<file path="src/rtl/pcie_cap_list_walker.sv">
// Walks the PCI (legacy) or PCIe (extended) capability list through a req/ack
// dword read port and reports the offset of the first header matching target_id_i.
module pcie_cap_list_walker #(
    parameter int unsigned EXT_CAP  = 0,
    parameter int unsigned MAX_HOPS = 48,
    parameter int unsigned ADDR_W   = 12
) (
    input  logic              clk,
    input  logic              rst,
    input  logic              start_i,
    input  logic [15:0]       target_id_i,
    output logic              busy_o,
    output logic              done_o,
    output logic              found_o,
    output logic [ADDR_W-1:0] cap_offset_o,
    output logic [7:0]        hops_o,
    output logic [1:0]        err_o,
    output logic              cfg_rd_req_o,
    output logic [ADDR_W-1:0] cfg_rd_addr_o,
    input  logic              cfg_rd_ack_i,
    input  logic [31:0]       cfg_rd_data_i
);

    typedef enum logic [2:0] {
        IDLE,
        RD_STATUS,
        RD_PTR,
        RD_HDR,
        FIN
    } state_t;

    localparam logic [1:0] ERR_NONE = 2'd0;
    localparam logic [1:0] ERR_HOPS = 2'd1;
    localparam logic [1:0] ERR_PTR  = 2'd2;

    localparam logic [ADDR_W-1:0] LIST_BASE  = (EXT_CAP != 0) ? ADDR_W'(32'h100) : ADDR_W'(32'h40);
    localparam logic [ADDR_W-1:0] STATUS_ADR = ADDR_W'(32'h04);
    localparam logic [ADDR_W-1:0] CAPPTR_ADR = ADDR_W'(32'h34);
    localparam logic [7:0]        HOP_LIMIT  = 8'(MAX_HOPS);

    state_t              state_q, state_d;
    logic                req_q, req_d;
    logic [ADDR_W-1:0]   addr_q, addr_d;
    logic [ADDR_W-1:0]   ptr_q, ptr_d;
    logic                found_q, found_d;
    logic [ADDR_W-1:0]   off_q, off_d;
    logic [7:0]          hops_q, hops_d;
    logic [1:0]          err_q, err_d;

    logic                xfer;
    logic [7:0]          cap_ptr;
    logic                hdr_match;
    logic                hdr_empty;
    logic [ADDR_W-1:0]   hdr_nxt;
    logic                unused_sink;

    assign xfer        = req_q & cfg_rd_ack_i;
    assign cap_ptr     = cfg_rd_data_i[7:0] & 8'hFC;
    assign unused_sink = ^{cfg_rd_data_i, target_id_i};

    // Header layout differs between list flavours; next pointer is always dword aligned.
    always_comb begin
        if (EXT_CAP != 0) begin
            hdr_match = (cfg_rd_data_i[15:0] == target_id_i);
            hdr_nxt   = ADDR_W'({cfg_rd_data_i[31:22], 2'b00});
            hdr_empty = (cfg_rd_data_i == '0) && (ptr_q == LIST_BASE);
        end else begin
            hdr_match = (cfg_rd_data_i[7:0] == target_id_i[7:0]);
            hdr_nxt   = ADDR_W'({cfg_rd_data_i[15:10], 2'b00});
            hdr_empty = 1'b0;
        end
    end

    always_ff @(posedge clk or posedge rst) begin
        if (rst) begin
            state_q <= IDLE;
            req_q   <= 1'b0;
            addr_q  <= '0;
            ptr_q   <= '0;
            found_q <= 1'b0;
            off_q   <= '0;
            hops_q  <= '0;
            err_q   <= ERR_NONE;
        end else begin
            state_q <= state_d;
            req_q   <= req_d;
            addr_q  <= addr_d;
            ptr_q   <= ptr_d;
            found_q <= found_d;
            off_q   <= off_d;
            hops_q  <= hops_d;
            err_q   <= err_d;
        end
    end

    // Each read state raises req on entry (req_q low) and acts on the completing ack,
    // dropping req so there is always an idle cycle between reads.
    always_comb begin
        state_d = state_q;
        req_d   = req_q;
        addr_d  = addr_q;
        ptr_d   = ptr_q;
        found_d = found_q;
        off_d   = off_q;
        hops_d  = hops_q;
        err_d   = err_q;

        unique case (state_q)
            IDLE: begin
                if (start_i) begin
                    found_d = 1'b0;
                    off_d   = '0;
                    hops_d  = '0;
                    err_d   = ERR_NONE;
                    if (EXT_CAP != 0) begin
                        state_d = RD_HDR;
                        ptr_d   = LIST_BASE;
                    end else begin
                        state_d = RD_STATUS;
                    end
                end
            end

            RD_STATUS: begin
                if (!req_q) begin
                    req_d  = 1'b1;
                    addr_d = STATUS_ADR;
                end else if (xfer) begin
                    req_d   = 1'b0;
                    state_d = cfg_rd_data_i[20] ? RD_PTR : FIN;
                end
            end

            RD_PTR: begin
                if (!req_q) begin
                    req_d  = 1'b1;
                    addr_d = CAPPTR_ADR;
                end else if (xfer) begin
                    req_d = 1'b0;
                    if (cap_ptr == 8'h00) begin
                        state_d = FIN;
                    end else if (cap_ptr < 8'h40) begin
                        err_d   = ERR_PTR;
                        state_d = FIN;
                    end else begin
                        ptr_d   = ADDR_W'(cap_ptr);
                        state_d = RD_HDR;
                    end
                end
            end

            RD_HDR: begin
                if (!req_q) begin
                    req_d  = 1'b1;
                    addr_d = ptr_q;
                end else if (xfer) begin
                    req_d   = 1'b0;
                    hops_d  = hops_q + 8'd1;
                    state_d = FIN;
                    if (hdr_empty) begin
                        found_d = 1'b0;
                    end else if (hdr_match) begin
                        found_d = 1'b1;
                        off_d   = ptr_q;
                    end else if (hdr_nxt == '0) begin
                        found_d = 1'b0;
                    end else if (hdr_nxt < LIST_BASE) begin
                        err_d = ERR_PTR;
                    end else if (hops_d == HOP_LIMIT) begin
                        err_d = ERR_HOPS;
                    end else begin
                        ptr_d   = hdr_nxt;
                        state_d = RD_HDR;
                    end
                end
            end

            FIN: begin
                state_d = IDLE;
            end

            default: begin
                state_d = IDLE;
                req_d   = 1'b0;
            end
        endcase
    end

    assign busy_o        = (state_q == RD_STATUS) || (state_q == RD_PTR) || (state_q == RD_HDR);
    assign done_o        = (state_q == FIN);
    assign found_o       = found_q;
    assign cap_offset_o  = off_q;
    assign hops_o        = hops_q;
    assign err_o         = err_q;
    assign cfg_rd_req_o  = req_q;
    assign cfg_rd_addr_o = addr_q;

endmodule
</file>
<file path="config.mk">
export PLATFORM = sky130hd
export DESIGN_NAME = pcie_cap_list_walker
export DESIGN_NICKNAME = d
export VERILOG_FILES = /design/src/rtl/pcie_cap_list_walker.sv
export SDC_FILE = /design/constraint.sdc
export NUM_CORES = 1
export LEC_CHECK = 0
export BUFFER_PORTS_ARGS = -buffer_cell sky130_fd_sc_hd__buf_2
export CAP_MARGIN = 20
export CORE_MARGIN = 3
export CORE_UTILIZATION = 47
export CTS_CLUSTER_DIAMETER = 200
export DETAILED_ROUTE_END_ITERATION = 10
export GPL_TIMING_DRIVEN = 0
export PLACE_DENSITY = 0.92
export SETUP_SLACK_MARGIN = 0.15
export SYNTH_ARGS = -nofsm -noshare
export SYNTH_HDL_FRONTEND = slang
export SYNTH_SLANG_ARGS = --single-unit
</file>
<file path="constraint.sdc">
create_clock -name clk -period 2.2 [get_ports clk]
set_input_delay 0.22 -clock clk [delete_from_list [all_inputs] [get_ports clk]]
set_output_delay 0.22 -clock clk [all_outputs]
set_load 0.01 [all_outputs]
</file>
After elaboration in Yosys (flattened, before gate mapping). Index checks and enable logic that the tools add are counted. W data, S select, Z words.

Output and inout port bits: 38. Word-level logic and storage cells: 116. Register bits after elaboration: 51. Input bits: 52.

Equal/unequal tests: 26. Multiplexer cells: 60. Reductions and logical operators: 18. Magnitude comparators: 2. $add $sub $neg: 1. Bitwise operators: 1.

Operators by type and width (count): $mux W12 (17); $pmux W12 S2 (2); $mux W3 (14); $ne A2 B2 Y1 const B (18); $pmux W12 S3 (1); $mux W8 (3); $mux W2 (11); $reduce_and A11 Y1 (2); $lt A8 B7 Y1 const B (2); $pmux W8 S2 (1); $logic_not A12 Y1 (1); $pmux W3 S4 (1); $reduce_and A5 Y1 (2); $add A8 B1 Y8 const B (1); $eq A8 B6 Y1 const B (1); $eq A8 B8 Y1 (1); $logic_not A8 Y1 (1); $reduce_and A4 Y1 (2); $mux W1 (7); $reduce_and A7 Y1 (1); $eq A3 B2 Y1 const B (2); $ne A3 B3 Y1 const B (2); $pmux W2 S3 (1); $reduce_bool A3 Y1 (2); 9 further kinds (12).

Longest topological paths before layout. Gate-level depths: netlist (run 1).

Depth in word-level cells: 9. Gate-level depth with buffers: 7. Depth with buffers taken out: 6.

Worst setup path after synthesis (run 1). OpenSTA, ideal clock, no wires.

Kind: register -> register. Start: reg hops_q[0], in the netlist hops_o[0]. End: reg ptr_q[2]. Arrival time: 1.801 ns. Data required time: 2.075 ns. Library setup time: 0.125 ns. Cell stages (with the launch flop): 8. Period minus slack after synthesis: 1.926 ns. Path slack: 0.274 ns. Path through: dfrtp_1 ha_1 nand3_1 or3_1 o21ai_1 o21a_1 buf_6 mux2_4.

Word-level cells in the longest chain between the ends: 4.

Ends and longest elaborated chain: start, declared (line 47) `logic [7:0] hops_q, hops_d;`; start signal, assigned (line 91) `hops_q <= hops_d;`; $add A8 B1 Y8 (line 158) `hops_d = hops_q + 8'd1;`; $eq A8 B6 Y1 (line 169) `end else if (hops_d == HOP_LIMIT) begin`; $ne A2 B2 Y1 (no source line); $reduce_and A11 Y1 (no source line); end signal, assigned (line 88) `ptr_q <= ptr_d;`; end, declared (line 44) `logic [ADDR_W-1:0] ptr_q, ptr_d;`.

No other way between the ends. A chain may end at the register's enable or synchronous reset.

Final worst setup path (run 1).
Start: reg hops_q[0], in the netlist hops_o[0]. End: reg ptr_q[7].

The elaborated chain is that of the path after synthesis.

==> results.py, run 1 <==
metrics = {
    "logic_synthesis": {
        "synth_cell_types": 45,
        "synth_area_mm2": 0.00196,
        "synth_warnings": 0,
        "synth_area_leader_cell": "dfrtp_1",
        "synthTopCellsByArea": "dfrtp_1 42%, buf_4 5.4%, o21ai_0 4.6%",
        "synth_top_area_share_pct": 42.1,
        "ys_ff_latch": 33,
        "synthFlopType": "dfrtp_1",
        "synth-seq-area-share_pct": 42.1,
        "async_flop_share_pct": 100,
        "synth.avg_cell_area_um2": 9.43,
        "synth_enable_flop_cells": 0,
        "synth.most_common_cell": "dfrtp_1",
        "synthTopCellsByCount": "33 x dfrtp_1, 20 x nand2_1, 18 x o21ai_0",
        "postSynthCellCount": 208,
    },
    "worst_setup_path": {
        "cp-start-kind": "flip-flop",
        "worstSetupEndpointType": "flip-flop",
        "r2r-end": "ptr_q[7]",
        "crit_required_ns": 2.37,
        "r2r_slack_ns": 0.28,
        "critPathMaxStageDelay_ns": 0.43,
        "slowest_stage": "dfrtp_2",
        "r2r_cells": 7,
        "path_class": "reg2reg",
        "worstPathArrival_ns": 2.09,
        "worst_r2r_startpoint": "hops_o[0]",
        "crit_chain": "ha_4, nand3_1, or3_4, o21ai_1, o21a_1, buf_6, mux2_4",
        "critPathMaxFanout": 8,
    },
    "pwr": {
        "switching_share_pct": 39.4,
        "p_leak_nw": 1.23,
        "pwr-share-comb_pct": 44.7,
        "peakVddDrop_v": 0.000666,
        "p_total_mw": 2.63,
        "power_density_mw_per_mm2": 1060,
        "p_clk_share_pct": 17.4,
        "pwr-share-seq_pct": 37.8,
        "intPower_mw": 1.59,
        "p_switching_mw": 1.03,
    },
    "floorplanning": {
        "die_y_um": 70.6,
        "num_rows": 22,
        "start_util_pct": 51.3,
        "io_pins": 90,
        "dieArea_mm2": 0.00499,
        "die_x_um": 70.6,
        "core_area_mm2": 0.00383,
    },
    "sta": {
        "setup_tns_ns": 0,
        "worst_slew_pin_slew_ns": 0.606,
        "setup-violations-final": 0,
        "finalHoldViolations": 0,
        "skew_ns": 0.00769,
        "slew_headroom_pct": 59.2,
        "period_needed_ns": 1.92,
        "rsz0062_at_grt": "false",
        "max_freq_mhz": 520,
        "period_share_pct": 87.3,
        "maxSlewViolCount": 0,
    },
    "finish": {
        "area_growth_pct": 26.1,
        "final-seq-area_um2": 828,
        "multi_input_area_mm2": 0.00102,
        "drive_above_1_share_pct": 34.5,
        "nets": 334,
        "n_fill_cell": 308,
        "antennaDiodeCount": 0,
        "design_area_mm2": 0.00247,
    },
    "route": {
        "drc": 0,
        "ant_nets": 0,
        "initialDrtViolationCount": 166,
        "wl_per_cell_um": 14.9,
        "vias": 1794,
        "first_pass_iters": 4,
        "wirelength_um": 4890,
        "via_per_inst": 5.45,
    },
    "placement": {
        "io_buffers": 52,
        "place_congestion": 0.858,
        "place_area_mm2": 0.00235,
        "hpwlAfterDp_um": 3720,
    },
    "clock_tree": {
        "clkSlewWorstSetupHoldPaths_ns": 0.07,
        "clk-insertion-delay-late_ns": 0.29,
        "cts_max_level": 2,
        "clk_path_buf_depth": 2,
        "clockRootBuffer": "clkbuf_8",
        "cts_tree": "built",
        "numCtsBuffers": 5,
        "cts.sinks": 33,
    },
    "min_path": {
        "hold_depth": 3,
        "min_to": "state_q[0]",
        "holdCritStartpoint": "start_i",
        "hold_path.class": "in2reg",
    },
    "global_route": {
        "grt_pass1_wl_um": 8020,
        "antenna_found_initial": 0,
        "grt_use_met2_pct": 34.4,
        "grt_overflow": 0,
        "grt_pass1_vias": 1706,
        "grtUsageMet1_pct": 25.4,
        "use_met3_pct": 5.54,
        "grt-busiest-layer": "met2",
        "grt_max_degree": 23,
        "track_usage_pct": 20.4,
    },
    "run_status": {
        "status": "complete, no violations",
    },
    "job": {
        "drv_cap": 0,
    },
}
## cell usage in the layout, fill, tap and decap left out, types with 2 or more instances in the layout
master and instances:
nand2_1 20, o21ai_0 18, nor2b_1 2, o41ai_1 2
mux2_4 6, and2_1 5, dfrtp_1 31, buf_4 15
nand3_1 6, dfrtp_2 2, clkbuf_8 6, and3_1 2
mux2_2 6, mux2i_1 6, buf_2 53, a221oi_1 2
a21oi_1 8, xor2_1 10, nor2_1 16, nor3_1 4
a31oi_1 3, clkbuf_1 6, conb_1 12, nor4_1 4
a32o_1 5, inv_1 8
## cell type report
| class | count | share of cell area [%] |
|---|---|---|
| timing repair buffer | 55 | 12.3 |
| clock buffer | 7 | 3.49 |
| buffer | 21 | 5.66 |
| multi-input combinational | 157 | 41.4 |
| inverter | 8 | 1.21 |
| sequential | 33 | 33.5 |
| tap | 48 | 2.43 |
## cell families (layout without fill, tap and decap cells)
group	Yosys count	in the layout	synth area share, %
DFF	33	33	42.1
other	1	12	0.191
xor gates and xnor gates	10	10	4.46
muxes	18	18	11.1
adders and majority gates	1	1	0.638
AOI/OAI and AO/OA	45	45	14.6
buffers and inverters	29	91	8.67
and+or+nand+nor	71	71	18.2
## through the flow
step	setup WS, ns	hold WS (ns)	utilization [%]	std cells
floorplan	0.274	0.349	-	219
global placement	0.190	0.477	60.7	319
detailed placement	0.149	0.288	61.4	320
CTS	0.166	0.282	64.0	328
global route	0.158	0.307	64.7	329
finish	0.279	0.294	64.7	329
## worst max path at each step
stage / start / end / slack (ns) / cells after the start
6_report: hops_o[0] / ptr_q[7] / 0.28 / 7
3_5_place_dp: hops_o[0] / ptr_q[7] / 0.15 / 7
4_1_cts: hops_o[1] / ptr_q[7] / 0.17 / 7
2_1_floorplan: hops_o[0] / ptr_q[2] / 0.27 / 7
3_3_place_gp: hops_o[0] / ptr_q[3] / 0.19 / 7
5_1_grt: state_q[0] / err_o[1] / 0.16 / 5
## critical path: cells and delay by family, from the launching register on
family | cells | cell delay, ns
multiplexers | 1 | 0.31
buffers and inverters | 1 | 0.15
flip-flops | 1 | 0.43
AND/OR/NAND/NOR | 2 | 0.47
AO/OA/AOI/OAI | 2 | 0.27
adder cells (fa/ha/maj) | 1 | 0.17
## power groups by stage
stage | registers [mW] | clock network (mW) | logic [mW]
global route | 1.02 | 0.490 | 1.29
floorplan | 0.998 | 0 | 0.769
global placement | 0.976 | 0 | 1.10
CTS | 0.984 | 0.465 | 1.16
detailed placement | 0.993 | 0 | 1.15
finish | 0.994 | 0.457 | 1.18
## registers in the layout, summed over array words and instances, names as in the netlist
register       count
cfg_rd_addr_o      6
cfg_rd_req_o       1
found_o            1
ptr_q              6
hops_o             8
err_o              2
cap_offset_o       6
state_q            3
## per-layer routing
metal	up-vias	routed length, um	share of wire, %
met2	75	2430	50
met4	0	84	1.7
met5	-	0	0
met3	10	342	7.0
li1	862	-	-
met1	847	2030	42
## repair_timing
action / CTS / global route
buffers inserted: 0 / 1
endpoints found under the hold margin: 11 / 0
setup endpoints to repair: 6 / 6
hold buffers: 1 / 0
gates resized for setup: 1 / 4
Power figures use the tool's default switching activity.
==> inputs of run 2 (changes only) <==
- ABC_AREA: unset -> 1
- CAP_MARGIN: 20 -> 25
- RECOVER_POWER: unset -> 100
==> results.py, run 2 <==
metrics = {
    "sta": {
        "period_share_pct": 89.0,
        "setup_tns_ns": 0,
        "period_needed_ns": 1.96,
        "worst_slew_pin_slew_ns": 0.900,
        "maxSlewViolCount": 0,
        "max_freq_mhz": 511,
        "skew_ns": 0.00698,
        "slew_headroom_pct": 40.0,
        "setup-violations-final": 0,
        "rsz0062_at_grt": "false",
        "finalHoldViolations": 0,
    },
    "pwr": {
        "peakVddDrop_v": 0.000486,
        "power_density_mw_per_mm2": 1150,
        "p_switching_mw": 1.18,
        "intPower_mw": 1.66,
        "pwr-share-seq_pct": 32.4,
        "p_leak_nw": 1.24,
        "pwr-share-comb_pct": 43.8,
        "p_clk_share_pct": 23.8,
        "switching_share_pct": 41.7,
    },
    "logic_synthesis": {
        "synth_area_mm2": 0.00203,
        "synth_top_area_share_pct": 40.8,
        "synthTopCellsByArea": "dfrtp_1 41%, nand2_1 16%, nand3_1 5.7%",
        "synth-seq-area-share_pct": 40.8,
        "synth_enable_flop_cells": 0,
        "synth.most_common_cell": "nand2_1",
        "synth_warnings": 0,
        "async_flop_share_pct": 100,
        "synth.avg_cell_area_um2": 7.56,
        "synth_area_leader_cell": "dfrtp_1",
        "postSynthCellCount": 268,
        "synthFlopType": "dfrtp_1",
        "ys_ff_latch": 33,
        "synthTopCellsByCount": "88 x nand2_1, 33 x dfrtp_1, 23 x nand3_1",
        "synth_cell_types": 32,
    },
    "finish": {
        "final_common_cell": "nand2_1",
        "area_growth_pct": 22.0,
        "design_area_mm2": 0.00247,
        "multi_input_area_mm2": 0.00101,
        "nets": 392,
        "n_fill_cell": 366,
        "final_cell_mix": "88 x nand2_1, 33 x dfrtp_1, 28 x buf_2, 27 x clkbuf_1, 25 x inv_1",
        "drive_above_1_share_pct": 18.8,
        "antennaDiodeCount": 0,
        "largest_register_ffs": 8,
        "final-seq-area_um2": 826,
    },
    "floorplanning": {
        "start_util_pct": 49.6,
        "die_x_um": 71.7,
        "core_area_mm2": 0.00409,
        "dieArea_mm2": 0.00513,
        "die_y_um": 71.7,
        "num_rows": 23,
        "io_pins": 90,
    },
    "placement": {
        "place_congestion": 0.951,
        "hpwlAfterDp_um": 3730,
        "io_buffers": 52,
        "place_area_mm2": 0.00242,
    },
    "worst_setup_path": {
        "cp-start-kind": "flip-flop",
        "path_class": "reg2reg",
        "crit_chain": "ha_1, nand3_1, o21ai_0, nand2_1, nor2_2, nand4_1, nand3_1, nand2_1",
        "crit_required_ns": 2.37,
        "critPathMaxStageDelay_ns": 0.41,
        "worstPathArrival_ns": 2.13,
        "critPathMaxFanout": 7,
        "slowest_stage": "dfrtp_1",
        "worstSetupEndpointType": "flip-flop",
        "r2r_slack_ns": 0.24,
    },
    "global_route": {
        "grt_pass1_vias": 1830,
        "antenna_found_initial": 0,
        "grt_pass1_wl_um": 7960,
        "grt_overflow": 0,
        "track_usage_pct": 19.3,
        "grt_max_degree": 18,
    },
    "clock_tree": {
        "cts_hold_buf": 0,
        "postCtsResizedCells": 0,
        "clk_path_buf_depth": 2,
        "post_cts.repair.setup_buffers": 0,
        "cts_max_level": 2,
        "clk-insertion-delay-late_ns": 0.28,
        "cts.sinks": 33,
        "numCtsBuffers": 5,
        "clockRootBuffer": "clkbuf_8",
        "cts_tree": "built",
        "clkSlewWorstSetupHoldPaths_ns": 0.07,
    },
    "route": {
        "ant_nets": 0,
        "wirelength_um": 4780,
        "drc": 0,
        "via_per_inst": 4.99,
        "vias": 1946,
        "first_pass_iters": 5,
        "initialDrtViolationCount": 124,
        "wl_per_cell_um": 12.3,
    },
    "run_status": {
        "status": "complete, no violations",
    },
    "job": {
        "drv_cap": 0,
    },
    "min_path": {
        "hold_path.class": "in2async",
    },
}
## run 2: changes by cell type after synthesis, sizes merged, moves of 5 or more
cell,change
nand2,+69
inv,+19
nand3,+17
mux2,-12
o21ai,+8
and2,-6
mux2i,-6
nor2,+6
a32o,-5
clkbuf,-5
xor2,-5
## run 2: worst max-delay path: cells and delay by family (launching register included)
family / cells / cell delay, ns
AO/OA/AOI/OAI: 1 / 0.18
AND/OR/NAND/NOR: 6 / 1.03
flip-flops: 1 / 0.41
adder cells (fa/ha/maj): 1 / 0.22
## run 2: routing by layer
metal  track usage, %  vias up  wire, um
li1                 -      984         -
met1             24.7      869      2020
met2             31.6       87      2350
met3             4.21        6       349
met4             8.35        0        61
met5                0        -         0
## run 2: power by group through the flow
stage	clock network (mW)	registers, mW	logic, mW
2_1_floorplan	0	0.960	0.896
3_3_place_gp	0	0.922	1.25
3_5_place_dp	0	0.930	1.31
4_1_cts	0.686	0.919	1.32
5_1_grt	0.711	0.942	1.41
6_report	0.675	0.921	1.24
## run 2: final timing paths
path / startpoint / endpoint / cells past startpoint
min in group clk: cfg_rd_data_i[20] / state_q[1] / 5
worst min register to register: ptr_q[7] / ptr_q[7] / 2
worst min-delay path: rst / cap_offset_o[6] / 2
worst max-delay path: hops_o[1] / ptr_q[4] / 8
worst max register to register: hops_o[1] / ptr_q[4] / 8
max in group asynchronous: rst / hops_o[7] / 3
## run 2: through the flow
stage | util, % | total power [mW] | setup slack (ns) | std cells | hold WS (ns)
2_1_floorplan | - | 1.86 | 0.546 | 279 | 0.349
3_3_place_gp | 58.5 | 2.17 | 0.495 | 381 | 0.457
3_5_place_dp | 59.2 | 2.24 | 0.433 | 382 | 0.371
4_1_cts | 62.4 | 2.92 | 0.400 | 390 | 0.0557
5_1_grt | 60.5 | 3.06 | 0.0911 | 390 | 0.0560
6_report | 60.5 | 2.84 | 0.243 | 390 | 0.00250
## run 2: layout make-up
| cell class | count | share of cell area (%) |
|---|---|---|
| multi-input cells | 204 | 40.8 |
| flip-flops and latches | 33 | 33.4 |
| plain buffers | 15 | 4.35 |
| inverters | 27 | 4.10 |
| well taps | 50 | 2.53 |
| clock inverters | 3 | 2.63 |
| clock buffers | 5 | 2.78 |
| repair buffers | 53 | 9.37 |
## run 2: cell families after synthesis
kind of cell	count (synthesis)	synth area share [%]
adders and majority gates	1	0.618
and+or+nand+nor	146	33.2
xor gates and xnor gates	9	3.89
other	1	0.185
buffers and inverters	42	10.3
DFF	33	40.8
AOI/OAI and AO/OA	36	11.0
